$ cat config.mk
export PLATFORM = sky130hd
export DESIGN_NAME = fifo_burst_reader
export DESIGN_NICKNAME = d
export VERILOG_FILES = /design/src/rtl/fifo_rd_pkg.sv /design/src/rtl/obuf_sync_fifo.sv /design/src/rtl/fifo_burst_reader.sv
export SDC_FILE = /design/constraint.sdc
export NUM_CORES = 1
export LEC_CHECK = 0
export ABC_AREA = 1
export BUFFER_PORTS_ARGS = -buffer_cell sky130_fd_sc_hd__buf_2
export CORE_ASPECT_RATIO = 1.75
export CORE_UTILIZATION = 25
export DETAILED_ROUTE_END_ITERATION = 8
export HOLD_SLACK_MARGIN = 0.06
export SLEW_MARGIN = 20
export SYNTH_ARGS = -nofsm -noshare
export SYNTH_HDL_FRONTEND = slang
export SYNTH_SLANG_ARGS = --single-unit
$ cat constraint.sdc
create_clock -name rdclk -period 2.6 [get_ports rdclk]
set_input_delay 0.52 -clock rdclk [delete_from_list [all_inputs] [get_ports rdclk]]
set_output_delay 0.52 -clock rdclk [all_outputs]
set_load 0.02 [all_outputs]
$ cat src/rtl/fifo_rd_pkg.sv
// Shared definitions for the FIFO read-side burst consumer.
// Contents: burst FSM state enum, default widths/burst length, and the
// level-width helper (used-word count plus one bit so "full" is representable).
package fifo_rd_pkg;

  typedef enum logic [1:0] {
    StIdle,
    StBurst,
    StFlush
  } rd_state_e;

  localparam int unsigned DefDataW    = 16;
  localparam int unsigned DefUsedwW   = 3;
  localparam int unsigned DefBurstLen = 4;
  localparam int unsigned DefLevelW   = DefUsedwW + 1;

  // rdusedw wraps to 0 when the FIFO is full, so the level needs one extra bit.
  function automatic int unsigned level_w(input int unsigned usedw_w);
    return usedw_w + 1;
  endfunction

endpackage

$ cat src/rtl/obuf_sync_fifo.sv
// Single-clock show-ahead FIFO used as the output buffer of fifo_burst_reader.
// Ports:
//   clk, aclr_n   clock and asynchronous active-low reset
//   push, wdata   write side; a push is accepted when not full, or when full
//                 and a pop happens in the same cycle
//   pop           read side; advances the head when not empty
//   rdata         head entry (valid while !empty)
//   empty         no entries stored
//   count         number of stored entries (0..DEPTH)
module obuf_sync_fifo #(
  parameter int unsigned WIDTH = 17,
  parameter int unsigned DEPTH = 4,
  localparam int unsigned PtrW = $clog2(DEPTH),
  localparam int unsigned CntW = PtrW + 1
) (
  input  logic             clk,
  input  logic             aclr_n,
  input  logic             push,
  input  logic [WIDTH-1:0] wdata,
  input  logic             pop,
  output logic [WIDTH-1:0] rdata,
  output logic             empty,
  output logic [CntW-1:0]  count
);

  logic [WIDTH-1:0] mem [DEPTH];
  logic [PtrW-1:0]  wr_ptr_q, rd_ptr_q;
  logic [CntW-1:0]  count_q;
  logic             full;
  logic             do_push, do_pop;

  assign empty = (count_q == '0);
  assign full  = (count_q == CntW'(DEPTH));
  assign count = count_q;
  assign rdata = mem[rd_ptr_q];

  // The pop frees the slot first, so push-while-full is fine when popping.
  assign do_pop  = pop & ~empty;
  assign do_push = push & (~full | do_pop);

  always_ff @(posedge clk) begin
    if (do_push) begin
      mem[wr_ptr_q] <= wdata;
    end
  end

  // DEPTH is a power of two, so the pointers wrap naturally.
  always_ff @(posedge clk or negedge aclr_n) begin
    if (!aclr_n) begin
      wr_ptr_q <= '0;
      rd_ptr_q <= '0;
      count_q  <= '0;
    end else begin
      if (do_push) wr_ptr_q <= wr_ptr_q + PtrW'(1);
      if (do_pop)  rd_ptr_q <= rd_ptr_q + PtrW'(1);
      unique case ({do_push, do_pop})
        2'b10:   count_q <= count_q + CntW'(1);
        2'b01:   count_q <= count_q - CntW'(1);
        default: count_q <= count_q;
      endcase
    end
  end

endmodule

$ cat src/rtl/fifo_burst_reader.sv
// Read-side burst consumer for the dual-clock sample FIFO (read clock domain only).
// Waits for BURST_LEN words to be buffered, issues exactly BURST_LEN rdreq
// pulses, absorbs the FIFO's one-cycle read latency and streams the words out
// on a valid/ready interface with a last-of-burst marker.
// Ports:
//   rdclk, aclr_n         read clock, asynchronous active-low reset
//   fifo_q                FIFO read data, valid one cycle after fifo_rdreq
//   fifo_rdempty/rdfull   FIFO flags
//   fifo_rdusedw          FIFO used-word count (0 when full)
//   fifo_rdreq            FIFO read request
//   out_data/valid/ready  downstream stream
//   out_last              final word of a burst
//   burst_done            pulse on acceptance of the final word
module fifo_burst_reader
  import fifo_rd_pkg::*;
#(
  parameter int unsigned DATA_W     = DefDataW,
  parameter int unsigned USEDW_W    = DefUsedwW,
  parameter int unsigned BURST_LEN  = DefBurstLen,
  parameter int unsigned OBUF_DEPTH = 4
) (
  input  logic               rdclk,
  input  logic               aclr_n,
  input  logic [DATA_W-1:0]  fifo_q,
  input  logic               fifo_rdempty,
  input  logic               fifo_rdfull,
  input  logic [USEDW_W-1:0] fifo_rdusedw,
  output logic               fifo_rdreq,
  output logic [DATA_W-1:0]  out_data,
  output logic               out_valid,
  input  logic               out_ready,
  output logic               out_last,
  output logic               burst_done
);

  localparam int unsigned LvlW = level_w(USEDW_W);
  localparam int unsigned CntW = $clog2(OBUF_DEPTH) + 1;

  localparam logic [LvlW-1:0] FullLevel  = LvlW'(1 << USEDW_W);
  localparam logic [LvlW-1:0] BurstLenL  = LvlW'(BURST_LEN);
  localparam logic [LvlW-1:0] LastIdx    = LvlW'(BURST_LEN - 1);
  localparam logic [CntW-1:0] ObufDepthL = CntW'(OBUF_DEPTH);

  rd_state_e         state_q;
  logic [LvlW-1:0]   issued_q;
  logic              pipe_valid_q;
  logic              pipe_last_q;

  logic [LvlW-1:0]   level;
  logic [CntW-1:0]   ob_count;
  logic              ob_empty;
  logic [DATA_W:0]   ob_rdata;
  logic              credit_ok;
  logic              accept;

  assign level = fifo_rdfull ? FullLevel : {1'b0, fifo_rdusedw};

  // Buffered words plus the word in the read pipe must leave room for one more.
  assign credit_ok = (ob_count + {{(CntW-1){1'b0}}, pipe_valid_q}) < ObufDepthL;

  // Request is decoded from registered state but gated by the live empty flag,
  // so a request is never presented against an empty FIFO.
  always_comb begin
    fifo_rdreq = 1'b0;
    if (state_q == StBurst && issued_q < BurstLenL && !fifo_rdempty && credit_ok) begin
      fifo_rdreq = 1'b1;
    end
  end

  assign out_valid  = ~ob_empty;
  assign accept     = out_valid & out_ready;
  assign out_data   = out_valid ? ob_rdata[DATA_W-1:0] : '0;
  assign out_last   = out_valid & ob_rdata[DATA_W];
  assign burst_done = accept & out_last;

  always_ff @(posedge rdclk or negedge aclr_n) begin
    if (!aclr_n) begin
      state_q  <= StIdle;
      issued_q <= '0;
    end else begin
      unique case (state_q)
        StIdle: begin
          // Read pipe is checked too so a new burst never overlaps a draining one.
          if (level >= BurstLenL && ob_empty && !pipe_valid_q) begin
            state_q  <= StBurst;
            issued_q <= '0;
          end
        end
        StBurst: begin
          if (fifo_rdreq) begin
            issued_q <= issued_q + LvlW'(1);
            if (issued_q == LastIdx) state_q <= StFlush;
          end
        end
        StFlush: begin
          if (burst_done) state_q <= StIdle;
        end
        default: state_q <= StIdle;
      endcase
    end
  end

  // One-stage pipe matching the FIFO read latency: fifo_q is valid the cycle
  // after rdreq, which is exactly when pipe_valid_q is high.
  always_ff @(posedge rdclk or negedge aclr_n) begin
    if (!aclr_n) begin
      pipe_valid_q <= 1'b0;
      pipe_last_q  <= 1'b0;
    end else begin
      pipe_valid_q <= fifo_rdreq;
      pipe_last_q  <= fifo_rdreq & (issued_q == LastIdx);
    end
  end

  obuf_sync_fifo #(
    .WIDTH (DATA_W + 1),
    .DEPTH (OBUF_DEPTH)
  ) u_obuf (
    .clk    (rdclk),
    .aclr_n (aclr_n),
    .push   (pipe_valid_q),
    .wdata  ({pipe_last_q, fifo_q}),
    .pop    (accept),
    .rdata  (ob_rdata),
    .empty  (ob_empty),
    .count  (ob_count)
  );

endmodule

---- Yosys cells after proc, flatten, opt, wreduce, memory -nomap -nowiden ----
Memory sizes are Yosys's and may differ from the RTL's.
Index checks and enable logic that the tools add are counted.
storage, ports and cells
  bits in registers ....................... 15
  bits in writable memories ............... 68
  bits of input ports ..................... 24
  word-level logic and storage cells ...... 63
  memories ................................ 1
memory list
  memory      depth  width  read ports  clocked after memory_dff  wr ports  line                  RTL
  u_obuf.mem  4      17     1           0                         1         obuf_sync_fifo.sv:26  logic [WIDTH-1:0] mem [DEPTH];
cells by class
  $add $sub $neg .......................... 6
  order comparisons ....................... 3
  equality and inequality tests ........... 10
  multiplexer cells ....................... 14
  bitwise gates (word level) .............. 9
  reduce and logical (&&, ||, !) cells .... 13
operators with widths
  cell                                                                                  count
  16-bit 2-to-1 mux                                                                     1
  4-bit 2-to-1 mux                                                                      3
  2-bit 2-to-1 mux                                                                      4
  4-bit case mux with 2 select lines                                                    1
  1-bit bitwise AND                                                                     6
  2-bit inequality test (second input constant)                                         3
  2-bit case mux with 3 select lines                                                    1
  3-bit case mux with 2 select lines                                                    1
  1-bit logical AND                                                                     5
  2-bit by 1-bit adder with 2-bit output (second input constant)                        2
  4-bit by 1-bit adder with 4-bit output (second input constant)                        1
  2-bit by 1-bit == test with 1-bit output (second input constant)                      2
  2-bit == test (second input constant)                                                 2
  4-bit by 2-bit == test with 1-bit output (second input constant)                      1
  4-bit by 3-bit greater-or-equal comparator with 1-bit output (second input constant)  1
  4-bit by 3-bit less-than comparator with 1-bit output (second input constant)         1
  4-bit AND reduction                                                                   1
  2-bit nonzero test                                                                    2
  3-bit by 1-bit adder with 3-bit output                                                1
  3-bit by 1-bit adder with 3-bit output (second input constant)                        1
  3-bit == test (second input constant)                                                 1
  3-bit zero test                                                                       1
  3-bit less-than comparator (second input constant)                                    1
  1-bit 2-to-1 mux                                                                      3
  other kinds (7)                                                                       9

---- Logic depth before layout (Yosys ltp) ----
  depth after elaboration ................. 8
  depth in mapped cells ................... 11
  mapped depth without buffers ............ 11

---- Cells and area by module ----
From an unflattened synthesis, not the netlist that was laid out.
unflattened totals
  cells, all modules ...................... 311
  area total of the unflattened synthesis .. 3528.4 sq um
modules (own cells, without submodules)
  module             times used  cells each  area an instance (sq um)  seq. area each (sq um)
  obuf_sync_fifo     1           222         2970.3                    2217.1
  fifo_burst_reader  1           89          558.0                     200.2

---- Worst setup path after synthesis ----
OpenSTA, ideal clock, no wires.
  path kind ............................... flip-flop to flip-flop
  start point ............................. register u_obuf.wr_ptr_q[0]
  end point ............................... memory u_obuf.mem[2][0] (enable)
  data arrival time ....................... 1.405 ns
  setup slack ............................. 0.804 ns
  cell stages (with the launch flop) ...... 5
  buffers on the path ..................... 0
  clock period less this slack ............ 1.796 ns
  path through ............................ dfrtp_1 inv_1 ha_1 inv_1 nor2_1
RTL lines
  item                    line                  RTL
  start, declared         obuf_sync_fifo.sv:27  logic [PtrW-1:0] wr_ptr_q, rd_ptr_q;
  start signal, assigned  obuf_sync_fifo.sv:54  if (do_push) wr_ptr_q <= wr_ptr_q + PtrW'(1);
  end, declared           obuf_sync_fifo.sv:26
No word-level cell before the write port.

---- Worst setup path after layout ----
  start point ............................. register u_obuf.rd_ptr_q[0]
  end point ............................... output port out_data[12]
between the ends
  cells in the longest elaborated chain, start to end .. 2
RTL lines
  item                    line                     RTL
  start, declared         obuf_sync_fifo.sv:27
  start signal, assigned  obuf_sync_fifo.sv:55     if (do_pop) rd_ptr_q <= rd_ptr_q + PtrW'(1);
  memory 4 x 17 bit       --
  16-bit 2-to-1 mux       fifo_burst_reader.sv:72  assign out_data = out_valid ? ob_rdata[DATA_W-1:0] : '0;
  end, declared           fifo_burst_reader.sv:29  output logic [DATA_W-1:0] out_data,
Every way passes these cells.

==> results.ini <==
[synthesis]
synth_area_leaders=edfxtp_1 (59%), dfrtp_1 (11%), nor2_1 (8.3%)
yosysTopAreaCellShare=0.5943
synthFlopType=edfxtp_1
yosysMostFrequentCell=nor2_1
syn_inst=298
synth_seq_area_share=0.7036
yosys.area.top_type=edfxtp_1
synthTopCellsByCount=nor2_1 (76), edfxtp_1 (68), o21ai_0 (31), nand2_1 (26)
syn_area_um2=3436
ys_warn_count=0
syn_area_per_cell_um2=11.53
syn_nets=328
synth.distinct_cells=25
ys_ff_latch=83
synth-edff-count=68
async_flop_share=0.1807

[setup_path]
critPathMaxStageDelay_ns=0.40
path_max_fanout=34
critPathArrivalTime_ns=1.77
end_kind=output pin
cp_data_required_time_ns=2.08
worstSetupStartpointType=flop
crit_family=buffers and inverters
cp_cell_sequence=inv_2, o21ai_0, a21oi_1, buf_2
crit_type=reg2out
slowest_stage=dfrtp_1
crit_buf_inv=2

[cells_and_area]
design_area_um2=4217
area_delta_synth_final_pct=22.72
diodes=0
nNetsFinal=376
drive_gt1_frac=0.2137

[global_route]
grtUsageTotal=0.1046
grt_pass1_vias=2317
grt_overflow_total=0
antenna_found_initial=0
grt_pass1_wl_mm=11.21
grt_max_degree=35

[clock_network]
cts_buffers=9
clock_latency_ns=0.34
clk_path_buf_depth=2
cts_root_buf=clkbuf_16
hold_buffers=0
postCtsSetupBuffers=0
cts_tree=built
htreeDepth=3
clock_sinks=83
cts_resized=0
cts.reportedPaths.clkPinSlew_ns=0.06

[route]
num_vias=2280
wl_per_cell_um=13.43
routed_via_density=4.343
dr.pass1.iters=4
drtIter0Drc=113
drt-total-wl_mm=7.053
drc=0
ant_nets=0

[floorplan]
rows=56
core-area_um2=13380
die_x_um=90.62
dieArea_um2=14230
ioPinCount=44
die-height_um=157.1
start_util=0.2567

[timing]
rsz0062_at_grt=false
skew_ns=0.008344
report.final.slew_viol_count=0
hold_viol=0
setup-tns-final_ns=0
fin_crit_ns=2.294
setup_viol=0
fin_crit_sh=0.8823
worstMarginPinSlew_ns=0.5174
hold-worst-slack_ns=0.08822
slew_headroom=0.6545
fmax_mhz=435.9

[power_and_ir_drop]
ir_drop_mv=0.5838
p_sw_frac=0.3703
switchingPower_w=0.001949
clkPwrFrac=0.293
p_comb_frac=0.367
power-per-cell-area_nw_per_um2=1248
power.share.sequential=0.339
p_leak_nw=1.668
p_int_w=0.003314

[placement]
placed_cell_area_um2=3846
place.gp.congestion=0.7259
dp_hpwl_mm=4.521
place.port_buffers=41

[min_path]
hold_class=in2async

[flow_run]
drv_cap=0

[status]
status=finished clean

-- path summary, 6_finish.rpt --
kind | startpoint | end | slack [ns] | depth (start not counted)
max in group asynchronous | aclr_n | u_obuf.count[0]$_DFFE_PN0P_ | 2.25 | 1
setup / recovery | u_obuf.rd_ptr_q[0]$_DFFE_PN0N_ | out_data[12] | 0.31 | 4
hold reg to reg | issued_q[3]$_DFFE_PN0P_ | issued_q[3]$_DFFE_PN0P_ | 0.50 | 1
hold / removal | aclr_n | issued_q[1]$_DFFE_PN0P_ | 0.09 | 1
min in group rdclk | fifo_q[8] | u_obuf.mem[1][8]$_DFFE_PP_ | 0.39 | 1
setup reg to reg | u_obuf.count[2]$_DFFE_PN0P_ | u_obuf.count[2]$_DFFE_PN0P_ | 1.01 | 10
-- routing by layer --
metal,part of all wire,vias to the layer above,GRT usage
met5,0,-,0
met4,0.040,0,0.07988
li1,-,1106,-
met1,0.41,1085,0.1088
met3,0.044,22,0.02802
met2,0.51,67,0.1789
-- sequential cells by signal (all words and copies together) (netlist names) --
signal	count
u_obuf.mem	68
u_obuf.wr_ptr_q	2
issued_q	4
u_obuf.rd_ptr_q	2
pipe_last_q	1
pipe_valid_q	1
u_obuf.count	3
state_q	2
-- cells by family (layout without fill, tap and decap cells) --
group,Yosys count,count (layout),share of synthesized area
compound gates,55,55,0.08412
simple gates,119,119,0.1402
buf+inv,33,86,0.04297
fa+ha+maj,6,6,0.02404
xor+xnor,2,2,0.005099
flops,83,83,0.7036
-- worst register-to-register path: stages, from the launching register on --
cell and delay (ns):
dfrtp_1 0.39, inv_1 0.09, nand2_2 0.10, nand2_2 0.09, inv_2 0.09, nand2_2 0.07
fa_1 0.38, nand2_1 0.08, nand2_1 0.06, nand3_1 0.07, nand2_1 0.05
-- power by group through the flow --
stage	clock network, W	registers (W)	logic (W)
2_1_floorplan	0	0.00178	0.00140
3_3_place_gp	0	0.00180	0.00191
3_5_place_dp	0	0.00181	0.00196
4_1_cts	0.00157	0.00178	0.00197
5_1_grt	0.00161	0.00181	0.00216
6_report	0.00154	0.00179	0.00193
-- per-stage QoR --
step           power (W)  utilization  cells  worst slack, ns
4_1_cts         0.005322       0.3151    525           0.2695
3_3_place_gp    0.003713       0.2874    509           0.6528
5_1_grt         0.005574       0.3151    525           0.1295
2_1_floorplan   0.003177            -    298           0.8042
3_5_place_dp    0.003773       0.2874    509           0.6371
6_report        0.005263       0.3151    525           0.3060
-- cells in the final DEF, fill, tap and decap left out, drive strengths merged --
| cell type | n |
|---|---|
| ha | 5 |
| o21ai | 35 |
| nand2 | 29 |
| edfxtp | 68 |
| o211ai | 2 |
| fa | 1 |
| nor2 | 78 |
| nand4 | 1 |
| clkinvlp | 1 |
| inv | 24 |
| bufinv | 4 |
| dfrtp | 15 |
| a21oi | 18 |
| and2 | 1 |
| xor2 | 2 |
| clkbuf | 9 |
| nor3 | 1 |
| nand3 | 9 |
| buf | 48 |
-- area by class of cell --
type                    count  area [µm²]
clock buffers               9       225.2
fillers                  1319        9166
repair buffers             48       257.7
clock inverters             7       145.1
well taps                 174       217.7
multi-input cells         182       870.8
inverters                  22       82.58
flip-flops and latches     83        2417
No activity file was read; power rests on OpenSTA's default activity.
